===== src/rtl/rf_wb_pkg.sv =====
// Shared widths, request type and sizing helper for the register-file writeback block.
package rf_wb_pkg;

    localparam int unsigned WbAddrWidth     = 5;
    localparam int unsigned WbDataWidth     = 32;
    localparam int unsigned WbLoadFifoDepth = 4;

    // One pending register-file write.
    typedef struct packed {
        logic [WbAddrWidth-1:0] addr;
        logic [WbDataWidth-1:0] data;
    } wb_req_t;

    // Ceiling log2, never below 1 so it is always usable as a vector width.
    function automatic int unsigned wb_clog2(input int unsigned value);
        int unsigned result;
        result = 1;
        for (int unsigned i = 1; i < 32; i++) begin
            if ((64'(1) << i) < 64'(value)) begin
                result = i + 1;
            end
        end
        return result;
    endfunction

    // Occupancy counter width for the default load FIFO.
    localparam int unsigned WbCountWidth = wb_clog2(WbLoadFifoDepth + 1);

endpackage


===== src/rtl/wb_load_fifo.sv =====
// Synchronous FIFO for load results, with a per-entry address match vector so the
// writeback arbiter can hold back younger ALU writes to the same register.
module wb_load_fifo
    import rf_wb_pkg::*;
#(
    parameter int unsigned Depth      = WbLoadFifoDepth,
    parameter int unsigned AddrWidth  = WbAddrWidth,
    parameter int unsigned DataWidth  = WbDataWidth,
    parameter int unsigned CountWidth = wb_clog2(Depth + 1)
) (
    input  logic                  clk,
    input  logic                  rst,
    input  logic                  push,
    input  logic [AddrWidth-1:0]  push_addr,
    input  logic [DataWidth-1:0]  push_data,
    input  logic                  pop,
    output logic                  full,
    output logic                  empty,
    output logic [CountWidth-1:0] count,
    output logic [AddrWidth-1:0]  head_addr,
    output logic [DataWidth-1:0]  head_data,
    input  logic [AddrWidth-1:0]  cmp_addr,
    output logic [Depth-1:0]      cmp_hit
);

    localparam int unsigned PtrWidth = wb_clog2(Depth);

    logic [AddrWidth-1:0]  addr_q [Depth];
    logic [DataWidth-1:0]  data_q [Depth];
    logic [Depth-1:0]      valid_q, valid_d;
    logic [PtrWidth-1:0]   wr_ptr_q, wr_ptr_d;
    logic [PtrWidth-1:0]   rd_ptr_q, rd_ptr_d;
    logic [CountWidth-1:0] count_q, count_d;
    logic                  do_push, do_pop;

    // Status flags and guarded push/pop strobes.
    always_comb begin
        full    = (count_q == CountWidth'(Depth));
        empty   = (count_q == '0);
        do_push = push && !full;
        do_pop  = pop && !empty;
    end

    // Pointer, occupancy and entry-valid next state; pointers wrap as Depth is a power of two.
    always_comb begin
        wr_ptr_d = wr_ptr_q;
        rd_ptr_d = rd_ptr_q;
        valid_d  = valid_q;
        count_d  = count_q;
        if (do_pop) begin
            rd_ptr_d          = rd_ptr_q + PtrWidth'(1);
            valid_d[rd_ptr_q] = 1'b0;
        end
        if (do_push) begin
            wr_ptr_d          = wr_ptr_q + PtrWidth'(1);
            valid_d[wr_ptr_q] = 1'b1;
        end
        unique case ({do_push, do_pop})
            2'b10:   count_d = count_q + CountWidth'(1);
            2'b01:   count_d = count_q - CountWidth'(1);
            default: count_d = count_q;
        endcase
    end

    // Control state register.
    always_ff @(posedge clk) begin
        if (!rst) begin
            wr_ptr_q <= '0;
            rd_ptr_q <= '0;
            valid_q  <= '0;
            count_q  <= '0;
        end else begin
            wr_ptr_q <= wr_ptr_d;
            rd_ptr_q <= rd_ptr_d;
            valid_q  <= valid_d;
            count_q  <= count_d;
        end
    end

    // Entry storage; contents are qualified by valid_q so no reset is needed.
    always_ff @(posedge clk) begin
        if (do_push) begin
            addr_q[wr_ptr_q] <= push_addr;
            data_q[wr_ptr_q] <= push_data;
        end
    end

    // Head view and per-entry destination compare.
    always_comb begin
        head_addr = addr_q[rd_ptr_q];
        head_data = data_q[rd_ptr_q];
        count     = count_q;
        for (int i = 0; i < int'(Depth); i++) begin
            cmp_hit[i] = valid_q[i] && (addr_q[i] == cmp_addr);
        end
    end

endmodule


===== src/rtl/rf_writeback_unit.sv =====
// Register-file writeback initiator: merges unbuffered ALU results with buffered
// load results onto one registered write port and tracks outstanding writes.
module rf_writeback_unit
    import rf_wb_pkg::*;
#(
    parameter int unsigned AddrWidth     = WbAddrWidth,
    parameter int unsigned DataWidth     = WbDataWidth,
    parameter int unsigned NumRegs       = 2 ** AddrWidth,
    parameter int unsigned LoadFifoDepth = WbLoadFifoDepth
) (
    input  logic                                   clk,
    input  logic                                   rst,
    input  logic                                   alu_valid,
    output logic                                   alu_ready,
    input  logic [AddrWidth-1:0]                   alu_addr,
    input  logic [DataWidth-1:0]                   alu_data,
    input  logic                                   ld_valid,
    output logic                                   ld_ready,
    input  logic [AddrWidth-1:0]                   ld_addr,
    input  logic [DataWidth-1:0]                   ld_data,
    input  logic                                   issue_valid,
    input  logic [AddrWidth-1:0]                   issue_addr,
    output logic                                   write_enable,
    output logic [AddrWidth-1:0]                   write_address,
    output logic [DataWidth-1:0]                   write_data,
    output logic [NumRegs-1:0]                     pending,
    output logic [wb_clog2(LoadFifoDepth + 1)-1:0] fifo_count
);

    localparam int unsigned CountWidth = wb_clog2(LoadFifoDepth + 1);

    logic                     fifo_full, fifo_empty;
    logic                     fifo_push, fifo_pop;
    logic [LoadFifoDepth-1:0] fifo_hit;
    logic [AddrWidth-1:0]     head_addr;
    logic [DataWidth-1:0]     head_data;
    logic                     alu_conflict, alu_fire, ld_fire, alu_write;

    logic                     write_enable_q, write_enable_d;
    logic [AddrWidth-1:0]     write_address_q, write_address_d;
    logic [DataWidth-1:0]     write_data_q, write_data_d;

    // Write retired on the port last cycle; its pending bit drops once the RF has it.
    logic                     clr_valid_q;
    logic [AddrWidth-1:0]     clr_addr_q;
    logic [NumRegs-1:0]       pending_q, pending_d;

    wb_load_fifo #(
        .Depth      (LoadFifoDepth),
        .AddrWidth  (AddrWidth),
        .DataWidth  (DataWidth),
        .CountWidth (CountWidth)
    ) u_load_fifo (
        .clk       (clk),
        .rst       (rst),
        .push      (fifo_push),
        .push_addr (ld_addr),
        .push_data (ld_data),
        .pop       (fifo_pop),
        .full      (fifo_full),
        .empty     (fifo_empty),
        .count     (fifo_count),
        .head_addr (head_addr),
        .head_data (head_data),
        .cmp_addr  (alu_addr),
        .cmp_hit   (fifo_hit)
    );

    // Handshakes and arbitration: ALU first, FIFO head otherwise; x0 results are
    // accepted but never enqueued nor given a write slot.
    always_comb begin
        alu_conflict = |fifo_hit;
        ld_ready     = !fifo_full;
        // An older buffered load to the same register must retire first (WAW).
        alu_ready    = !fifo_full && !alu_conflict;
        alu_fire     = alu_valid && alu_ready;
        ld_fire      = ld_valid && ld_ready;
        alu_write    = alu_fire && (alu_addr != '0);
        fifo_push    = ld_fire && (ld_addr != '0);
        fifo_pop     = !alu_write && !fifo_empty;
    end

    // Next write-port contents; address and data hold while no write is issued.
    always_comb begin
        write_enable_d  = alu_write || fifo_pop;
        write_address_d = write_address_q;
        write_data_d    = write_data_q;
        if (alu_write) begin
            write_address_d = alu_addr;
            write_data_d    = alu_data;
        end else if (fifo_pop) begin
            write_address_d = head_addr;
            write_data_d    = head_data;
        end
    end

    // Registered write port.
    always_ff @(posedge clk) begin
        if (!rst) begin
            write_enable_q  <= 1'b0;
            write_address_q <= '0;
            write_data_q    <= '0;
        end else begin
            write_enable_q  <= write_enable_d;
            write_address_q <= write_address_d;
            write_data_q    <= write_data_d;
        end
    end

    // Scoreboard next state: clear the retired write, then apply a new issue so set wins.
    always_comb begin
        pending_d = pending_q;
        if (clr_valid_q) begin
            pending_d[clr_addr_q] = 1'b0;
        end
        if (issue_valid && (issue_addr != '0)) begin
            pending_d[issue_addr] = 1'b1;
        end
        pending_d[0] = 1'b0;
    end

    // Scoreboard register and one-cycle retire delay behind the write port.
    always_ff @(posedge clk) begin
        if (!rst) begin
            pending_q   <= '0;
            clr_valid_q <= 1'b0;
            clr_addr_q  <= '0;
        end else begin
            pending_q   <= pending_d;
            clr_valid_q <= write_enable_q;
            clr_addr_q  <= write_address_q;
        end
    end

    assign write_enable  = write_enable_q;
    assign write_address = write_address_q;
    assign write_data    = write_data_q;
    assign pending       = pending_q;

endmodule


===== config.mk =====
export PLATFORM = sky130hd
export DESIGN_NAME = rf_writeback_unit
export DESIGN_NICKNAME = d
export VERILOG_FILES = /design/src/rtl/rf_wb_pkg.sv /design/src/rtl/wb_load_fifo.sv /design/src/rtl/rf_writeback_unit.sv
export SDC_FILE = /design/constraint.sdc
export NUM_CORES = 1
export LEC_CHECK = 0
export ABC_AREA = 1
export CORE_ASPECT_RATIO = 1.4
export CORE_MARGIN = 2
export CORE_UTILIZATION = 50
export DETAILED_ROUTE_END_ITERATION = 12
export PLACE_DENSITY = 0.75
export SKIP_CTS_REPAIR_TIMING = 1
export SYNTH_ARGS = -nofsm -noshare
export SYNTH_HDL_FRONTEND = slang
export SYNTH_SLANG_ARGS = --single-unit

===== constraint.sdc =====
create_clock -name clk -period 6.42 [get_ports clk]
set_input_delay 0.642 -clock clk [delete_from_list [all_inputs] [get_ports clk]]
set_output_delay 0.642 -clock clk [all_outputs]
set_load 0.03 [all_outputs]

==> metrics.txt, run 1 <==
Area Overhead vs Synth=25.3%; CTS Buf Count=23; core footprint=19100 um2; worst-case clock skew=0.0141 ns; Hold Crit Class=reg2reg; CP max stage cell=clkdlybuf4s50_1; fin crit share=53.4%; Power Total=4.92 mW; first-pass detailed-route iteration total=5; CTS H-Tree Depth=1; initial antenna violation count=0; Max Cap Viol=0; critical path's largest stage delay=0.65 ns; leading area contributor after synthesis=edfxtp_1; Max Fclk=0.292 GHz; share of cells above drive strength 1=5.51%; vias in the first global route=7705; Max Fanout on Critical Path=59; Die Span Y=169 um; post-synth top area share=45.6%; logic depth of the worst path, buffers included=18; final WL=24.6 mm; synthesis-stage register bit count=236; # DRC=0; Max-slew headroom=23.0%; Max VDD drop=0.271 mV; critical path launch point type=input port; synth top area cells=edfxtp_1 46%, dfxtp_1 18%, nand2_1 9.6%, o21ai_0 6.0%, nand3_1 4.0%; reg-to-reg startpoint=u_load_fifo.count[2]; commonest non-fill, non-tap cell in the layout=nand2_1; Clock Latency Late Sink=0.51 ns; Cells after Synth=1003; critical path class=in2reg; worst hold slack=0.439 ns; WL/cell=17.4 um; clk buf depth=3; DRT antenna net count=0; GRT Total Usage=23.9%; CP top delay family=simple AND/OR/NAND/NOR gates; Port Buffers=157; Crit. End Element=flip-flop; Final Wtd Congestion=0.901; Worst Hold End=clr_addr_q[4]; Leak Pwr=4.71 nW; Cell Area, Synth=9740 um2; WP buf/inv=5; DP Worst Slack=2.48 ns; most frequent cell on the critical path=nand2_1; synth warn=0; row count=60; internal reg-to-reg setup slack=3.24 ns; GRT Residual Overflow=0; fin worst setup slack=2.99 ns; pwr dens=403 nW/um2; RSZ-0062 raised after global routing=false; CTS tree=done; fin nets=1239; Req. time, crit path=6.81 ns; vias per cell=5.37; full die area=20600 um2; Clock Sinks=236; crit path DAT=3.81 ns; post-detail-place hpwl=15.6 mm; CTS root buf=clkbuf_16; syn nets=1097; fin area=12200 um2; reg2reg path depth=13; Slew @ Worst Pin=1.15 ns; initial DRC count=517; CTS clock-pin slew for the worst setup and hold paths=0.06 ns; hold path cells=2; Hold Path Origin=write_address[4]; outcome=complete, no violations; Synth cell types=29; Critical Path, Cell by Cell=clkdlybuf4s50_1 > inv_2 > nand2_1 > nand2_1 > nor2_1 > nand3_1 > nand2_1 > inv_2 > nand3_4 > nand2_1 > inv_2 > ha_1 > inv_1 > fa_1 > a21oi_1 > o21ai_0 > o21ai_0 > a21oi_1; # fillers=1541; via count=7571; Initial Util=50.9%; Syn Area/Cell=9.71 um2; largest net degree at the start of global routing=82; Final setup viols=0; RR Endpoint=u_load_fifo.count[2]; area post-placement=11400 um2; first-pass GRT wire length=38.4 mm; boundary pin count=159; register area share after synthesis=63.7%; Final Slew Violations=0; Die Width=122 um; # diodes=0; Hold Vio Cnt, Final=0; setup total negative slack=0 ns; commonest non-fill, non-tap cells in the layout=250 x nand2_1, 156 x clkdlybuf4s50_1, 148 x edfxtp_1; Final min period=3.43 ns
==> registers in the layout, indices dropped and copies added, names as in the netlist, named ones only <==
register / flops
u_load_fifo.rd_ptr_q: 2
write_address: 5
pending: 31
u_load_fifo.count: 3
write_enable: 1
u_load_fifo.valid_q: 4
u_load_fifo.data_q: 128
clr_addr_q: 5
clr_valid_q: 1
u_load_fifo.wr_ptr_q: 2
write_data: 32
u_load_fifo.addr_q: 20
==> routing by layer <==
layer | GRT usage (%) | up-vias | part of all wire [%]
met2 | 43.5 | 319 | 52
met3 | 4.44 | 65 | 6.8
li1 | - | 3697 | -
met5 | 0 | - | 0
met4 | 11.9 | 0 | 3.9
met1 | 26.3 | 3490 | 37
==> report_power, final <==
| part | internal (mW) | leakage (nW) | total (mW) | switching, mW |
|---|---|---|---|---|
| clock | 0.792 | 0.376 | 1.35 | 0.562 |
| combinational | 0.541 | 2.25 | 1.61 | 1.07 |
| sequential | 1.84 | 2.08 | 1.95 | 0.107 |
==> synthesized netlist by cell type <==
library cell and n:
nand2_1 250, edfxtp_1 148, o21ai_0 116, dfxtp_1 88
nand3_1 78, nor2_1 75, inv_1 64, a21oi_1 56
o22ai_1 26, clkbuf_1 25, nor3_1 16, buf_2 11
ha_1 9, inv_2 8, a32o_1 6, buf_4 6
buf_6 6, o21ai_1 3, buf_1 2, clkinv_1 1
conb_1 1, fa_1 1, inv_4 1, nand2_2 1
nand2_4 1, nand3_4 1, nor2_2 1, nor2_4 1
nor3b_1 1
==> stage by stage <==
step / utilization [%] / cells
2_1_floorplan: - / 1003
3_3_place_gp: 59.7 / 1368
3_5_place_dp: 59.7 / 1368
4_1_cts: 63.7 / 1409
5_1_grt: 63.7 / 1409
6_report: 63.7 / 1409
==> tightest hold or removal path: cells and delay by family (launching register included) <==
family / cells / cell delay [ns]
DFF: 1 / 0.32
buffers and inverters: 1 / 0.03
and+or+nand+nor: 1 / 0.06
==> layout make-up <==
type	instances	area, um2	share of cell area [%]
flip-flops and latches	236	6210	50.9
multi-input cells	643	2990	24.5
repair buffers	167	1640	13.5
clock buffers	29	639	5.24
well taps	248	310	2.54
inverters	74	280	2.30
clock inverters	12	131	1.08
==> cell families after synthesis <==
group / Yosys count / share of synthesized area [%]
fa+ha+maj: 10 / 1.36
other cells: 1 / 0.0385
compound gates: 207 / 11.3
simple gates: 425 / 18.0
flops: 236 / 63.7
buf+inv: 124 / 5.64
==> worst max-delay path by stage <==
stage | slack, ns | to | from
2_1_floorplan | 3.79 | u_load_fifo.count[2] | alu_addr[0]
3_3_place_gp | 2.55 | u_load_fifo.count[2] | alu_addr[4]
3_5_place_dp | 2.48 | u_load_fifo.count[2] | alu_addr[4]
4_1_cts | 3.00 | u_load_fifo.count[2] | alu_addr[4]
5_1_grt | 2.64 | u_load_fifo.count[2] | alu_addr[1]
6_report | 2.99 | u_load_fifo.count[2] | alu_addr[2]
No activity file was read; power rests on OpenSTA's default activity.
==> inputs of run 2 (changes only) <==
--- a/config.mk
+++ b/config.mk
@@ -8,9 +8,9 @@
 export ABC_AREA = 1
 export CORE_ASPECT_RATIO = 1.4
 export CORE_MARGIN = 2
-export CORE_UTILIZATION = 50
+export CORE_UTILIZATION = 48
 export DETAILED_ROUTE_END_ITERATION = 12
-export PLACE_DENSITY = 0.75
+export PLACE_DENSITY = 0.76
 export SKIP_CTS_REPAIR_TIMING = 1
 export SYNTH_ARGS = -nofsm -noshare
 export SYNTH_HDL_FRONTEND = slang
==> constraint.sdc (replaced) <==
create_clock -name clk -period 3 [get_ports clk]
set_input_delay 0.3 -clock clk [delete_from_list [all_inputs] [get_ports clk]]
set_output_delay 0.3 -clock clk [all_outputs]
set_load 0.03 [all_outputs]
==> run 2 against run 1 <==
  * Register-to-register slack lost 2.6 ns
  * Worst hold slack lost 0.16 ns
  * Largest power group unchanged
  * Critical endpoint is now alu_ready
  * Critical path type is now in2out
  * First-iteration DRC count shrank 1.5%
==> metrics.txt, run 2 (same netlist as run 1, synthesis figures left out) <==
boundary pin count=159; Area Overhead vs Synth=26.1%; register area=6210 um2; setup total negative slack=0 ns; Slew @ Worst Pin=0.962 ns; critical path's largest stage delay=0.69 ns; area post-placement=11600 um2; initial antenna violation count=0; placed instance count=1385; DRT antenna net count=0; multi-input logic area=2990 um2; outcome=complete, no violations; RR Endpoint=u_load_fifo.count[2]; reg2reg path depth=14; core footprint=19900 um2; vias per cell=5.40; Clock Sinks=236; critical path class=in2out; GRT Total Usage=22.2%; CP max stage cell=clkdlybuf4s50_1; share of cells above drive strength 1=6.14%; Critical Path, Cell by Cell=clkdlybuf4s50_1 > inv_2 > nand2_1 > nand2_1 > nor2_1 > nand3_1 > nand2_1 > nor2_4 > nand2_1 > inv_1 > clkdlybuf4s50_1; Most flops, register=u_load_fifo.data_q; first-pass detailed-route iteration total=5; logic depth of the worst path, buffers included=11; GRT Residual Overflow=0; Clock Latency Late Sink=0.51 ns; RSZ-0062 raised after global routing=false; Worst Setup EP=alu_ready; fin worst setup slack=0.315 ns; via count=7700; internal reg-to-reg setup slack=0.61 ns; row count=61; fin nets=1251; Max Fanout on Critical Path=7; critical path launch point type=input port; Crit. End Element=output pin; CTS tree=done; CTS H-Tree Depth=1; Max Cap Viol=0; first-pass GRT wire length=38.4 mm; Final min period=2.69 ns; Hold Crit Class=in2reg; # diodes=0; Final Slew Violations=0; Finished Layout Cells=1425; Die Width=124 um; full die area=21500 um2; Initial Util=48.9%; commonest non-fill, non-tap cells in the layout=250 x nand2_1, 156 x clkdlybuf4s50_1, 148 x edfxtp_1; Critical Path Source=alu_addr[4]; initial DRC count=509; CTS clock-pin slew for the worst setup and hold paths=0.06 ns; CTS root buf=clkbuf_16; CTS Buf Count=22; Max Fclk=0.372 GHz; max FFs per register=128; fin crit share=89.5%; DP Worst Slack=0.0663 ns; post-detail-place hpwl=15.9 mm; Req. time, crit path=2.70 ns; Final Wtd Congestion=0.881; CP top delay family=buffers and inverters; # fillers=1618; crit path DAT=2.39 ns; # DRC=0; WL/cell=17.1 um; clk buf depth=3; Die Span Y=173 um; most frequent cell on the critical path=nand2_1; commonest non-fill, non-tap cell in the layout=nand2_1; Max VDD drop=0.529 mV; pwr dens=850 nW/um2; Port Buffers=157; largest net degree at the start of global routing=82; Leak Pwr=4.78 nW; WP buf/inv=4; Final setup viols=0; Max-slew headroom=35.5%; vias in the first global route=7608; fin area=12300 um2; worst-case clock skew=0.0239 ns; reg-to-reg startpoint=u_load_fifo.count[2]; Hold Vio Cnt, Final=0; final WL=24.4 mm
## run 2: cell types whose count changed in the layout (fill, tap and decap cells not counted), moves of 2 or more
cell	delta
clkinv_4	-2
buf_12	+4
clkbuf_1	+5
inv_1	+3
clkinv_1	-4
buf_4	+9
## run 2: where the power goes
part | switching [mW] | internal, mW | leakage [nW]
Clock | 1.15 | 1.57 | 0.342
Sequential | 0.234 | 3.94 | 2.08
Combinational | 2.33 | 1.23 | 2.36
## run 2: how the worst min path moves through the flow
stage                      from  cells past startpoint  slack (ns)                        to
2_1_floorplan        ld_addr[0]                      0        0.40  u_load_fifo.addr_q[0][0]
3_3_place_gp   write_address[4]                      2        0.43             clr_addr_q[4]
3_5_place_dp   write_address[3]                      2        0.44             clr_addr_q[3]
4_1_cts                     rst                      3        0.28          write_address[2]
5_1_grt                     rst                      3        0.30          write_address[2]
6_report                    rst                      3        0.28             clr_addr_q[4]
## run 2: layout make-up
class | count | area share (%)
clock inverters | 6 | 0.458
multi-input cells | 643 | 24.3
well taps | 252 | 2.57
flip-flops and latches | 236 | 50.5
repair buffers | 180 | 14.6
clock buffers | 34 | 5.27
inverters | 74 | 2.28
## run 2: routing by layer
layer / track usage (%) / part of all wire (%) / up-vias
li1: - / - / 3723
met4: 9.64 / 3.8 / 0
met2: 41.5 / 52 / 292
met1: 24.7 / 38 / 3626
met5: 0 / 0 / -
met3: 3.59 / 6.1 / 59
## run 2: through the flow
step                      hold WS [ns]  power [mW]  util (%)
after global routing             0.299        11.0      61.7
after detailed placement         0.438        7.77      58.1
after global placement           0.430        7.70      58.1
final                            0.279        10.4      61.7
after CTS                        0.276        10.5      61.7
after floorplan                  0.399        6.46         -
## run 2: worst register-to-register path: stages (launching register included)
cell and delay, ns:
dfxtp_1 0.36, inv_1 0.07, nor3_1 0.20, buf_4 0.18, inv_1 0.06, nand2_1 0.09, nor2_1 0.08, inv_1 0.17
ha_1 0.17, inv_1 0.06, fa_1 0.37, a21oi_1 0.14, o21ai_0 0.11, o21ai_0 0.15, a21oi_1 0.06
==> patch: new RTL, config.mk and constraints of run 2 <==
Set the package constant `WbDataWidth` to 48 (it was 32).
--- a/src/rtl/rf_wb_pkg.sv
+++ b/src/rtl/rf_wb_pkg.sv
@@ -2,7 +2,7 @@
 package rf_wb_pkg;
 
     localparam int unsigned WbAddrWidth     = 5;
-    localparam int unsigned WbDataWidth     = 32;
+    localparam int unsigned WbDataWidth     = 48;
     localparam int unsigned WbLoadFifoDepth = 4;
 
     // One pending register-file write.
Ports: changed (resized alu_data, ld_data and write_data); port bits go from 159 to 207. The function was not compared with the original's and may differ.
==> patch against run 2 <==
  * Die area rose by 30%
  * First-iteration DRC count rose by 21%
  * Wire length rose by 32%
  * Cell count rose by 28%
  * Synthesized area rose by 31%
  * Hold slack improved by 0.093 ns
  * Utilization rose by 0.18 points
  * Setup slack got worse by 0.035 ns
  * Sequential cell count rose by 80
  * Global-route usage rose by 0.49 points
  * Critical endpoint unchanged
  * Final area rose by 32%
  * Synthesized cell count rose by 27%
  * Critical path type unchanged
  * Total power rose by 37%
==> patch: results (changes against run 2) <==
[metrics] met1 WL: 12,400 um (was 9320 um)
[metrics] met1 track utilization from global routing: 26.3% (was 24.7%)
[metrics] number of buffers inserted during clock tree synthesis: 30 (was 22)
[metrics] Met3 Routed Length: 1930 um (was 1480 um)
[metrics] total length of routed wires: 32,300 um (was 24,400 um)
[metrics] VDD IR max: 0.471 mV (was 0.529 mV)
[metrics] post-synthesis compound-gate area fraction: 10.8% (was 11.3%)
[metrics] placement-stage cell area: 0.0152 mm^2 (was 0.0116 mm^2)
[metrics] top cell types by occurrence after synthesis: sky130_fd_sc_hd__nand2_1 (351), sky130_fd_sc_hd__edfxtp_1 (212), sky130_fd_sc_hd__o21ai_0 (145), sky130_fd_sc_hd__dfxtp_1 (104), sky130_fd_sc_hd__nor2_1 (102) (was sky130_fd_sc_hd__nand2_1 (250), sky130_fd_sc_hd__edfxtp_1 (148), sky130_fd_sc_hd__o21ai_0 (116), sky130_fd_sc_hd__dfxtp_1 (88), sky130_fd_sc_hd__nand3_1 (78))
[metrics] Post-synth EDFFs: 212 (was 148)
[metrics] mean routed wirelength per cell: 17.8 um (was 17.1 um)
[metrics] global routing usage on met2: 41.1% (was 41.5%)
[metrics] via count: 9,807 (was 7,700)
[metrics] IO buf count: 205 (was 157)
[metrics] die area: 0.0279 mm^2 (was 0.0215 mm^2)
[metrics] Crit path arrival time: 2.42 ns (was 2.39 ns)
[metrics] met3 Resource Use GR: 3.43% (was 3.59%)
[metrics] outcome: finished clean (unchanged)
[metrics] mean instance size in the synthesized netlist: 10.0 um^2 (was 9.71 um^2)
[metrics] Initial DRC Count: 617 (was 509)
[metrics] Worst R2R Setup Slack: 0.50 ns (was 0.61 ns)
[metrics] area share of buffers outside the clock network: 14.3% (was 14.6%)
[metrics] syn nets: 1,400 (was 1,097)
[metrics] multi-input gate area in the final layout: 0.00375 mm^2 (was 0.00299 mm^2)
[metrics] count of multi-input gates: 821 (was 643)
[metrics] part of the cycle the worst path needs: 90.7% (was 89.5%)
[metrics] CP peak stage delay: 0.72 ns (was 0.69 ns)
[metrics] number of antenna violations at the first check in global routing: 2 (was 0)
[metrics] share of cells above drive strength 1: 5.97% (was 6.14%)
## patch: cell types whose count changed in the layout (fill, tap and decap cells not counted), moves of 5 or more
| cell | delta |
|---|---|
| sky130_fd_sc_hd__edfxtp_1 | +64 |
| sky130_fd_sc_hd__dfxtp_1 | +16 |
| sky130_fd_sc_hd__nor2_1 | +27 |
| sky130_fd_sc_hd__clkinv_1 | +5 |
| sky130_fd_sc_hd__o22ai_1 | +12 |
| sky130_fd_sc_hd__nand2_1 | +101 |
| sky130_fd_sc_hd__clkbuf_16 | +8 |
| sky130_fd_sc_hd__o21ai_0 | +29 |
| sky130_fd_sc_hd__inv_1 | -10 |
| sky130_fd_sc_hd__inv_2 | +5 |
| sky130_fd_sc_hd__clkdlybuf4s50_1 | +48 |
## patch: power groups by stage
stage	logic [mW]	registers, mW	clock network (mW)
finish	4.74	5.71	3.82
global route	5.19	5.78	4.03
CTS	4.76	5.71	3.87
detailed placement	4.73	5.80	0
global placement	4.65	5.77	0
floorplan	2.43	6.30	0
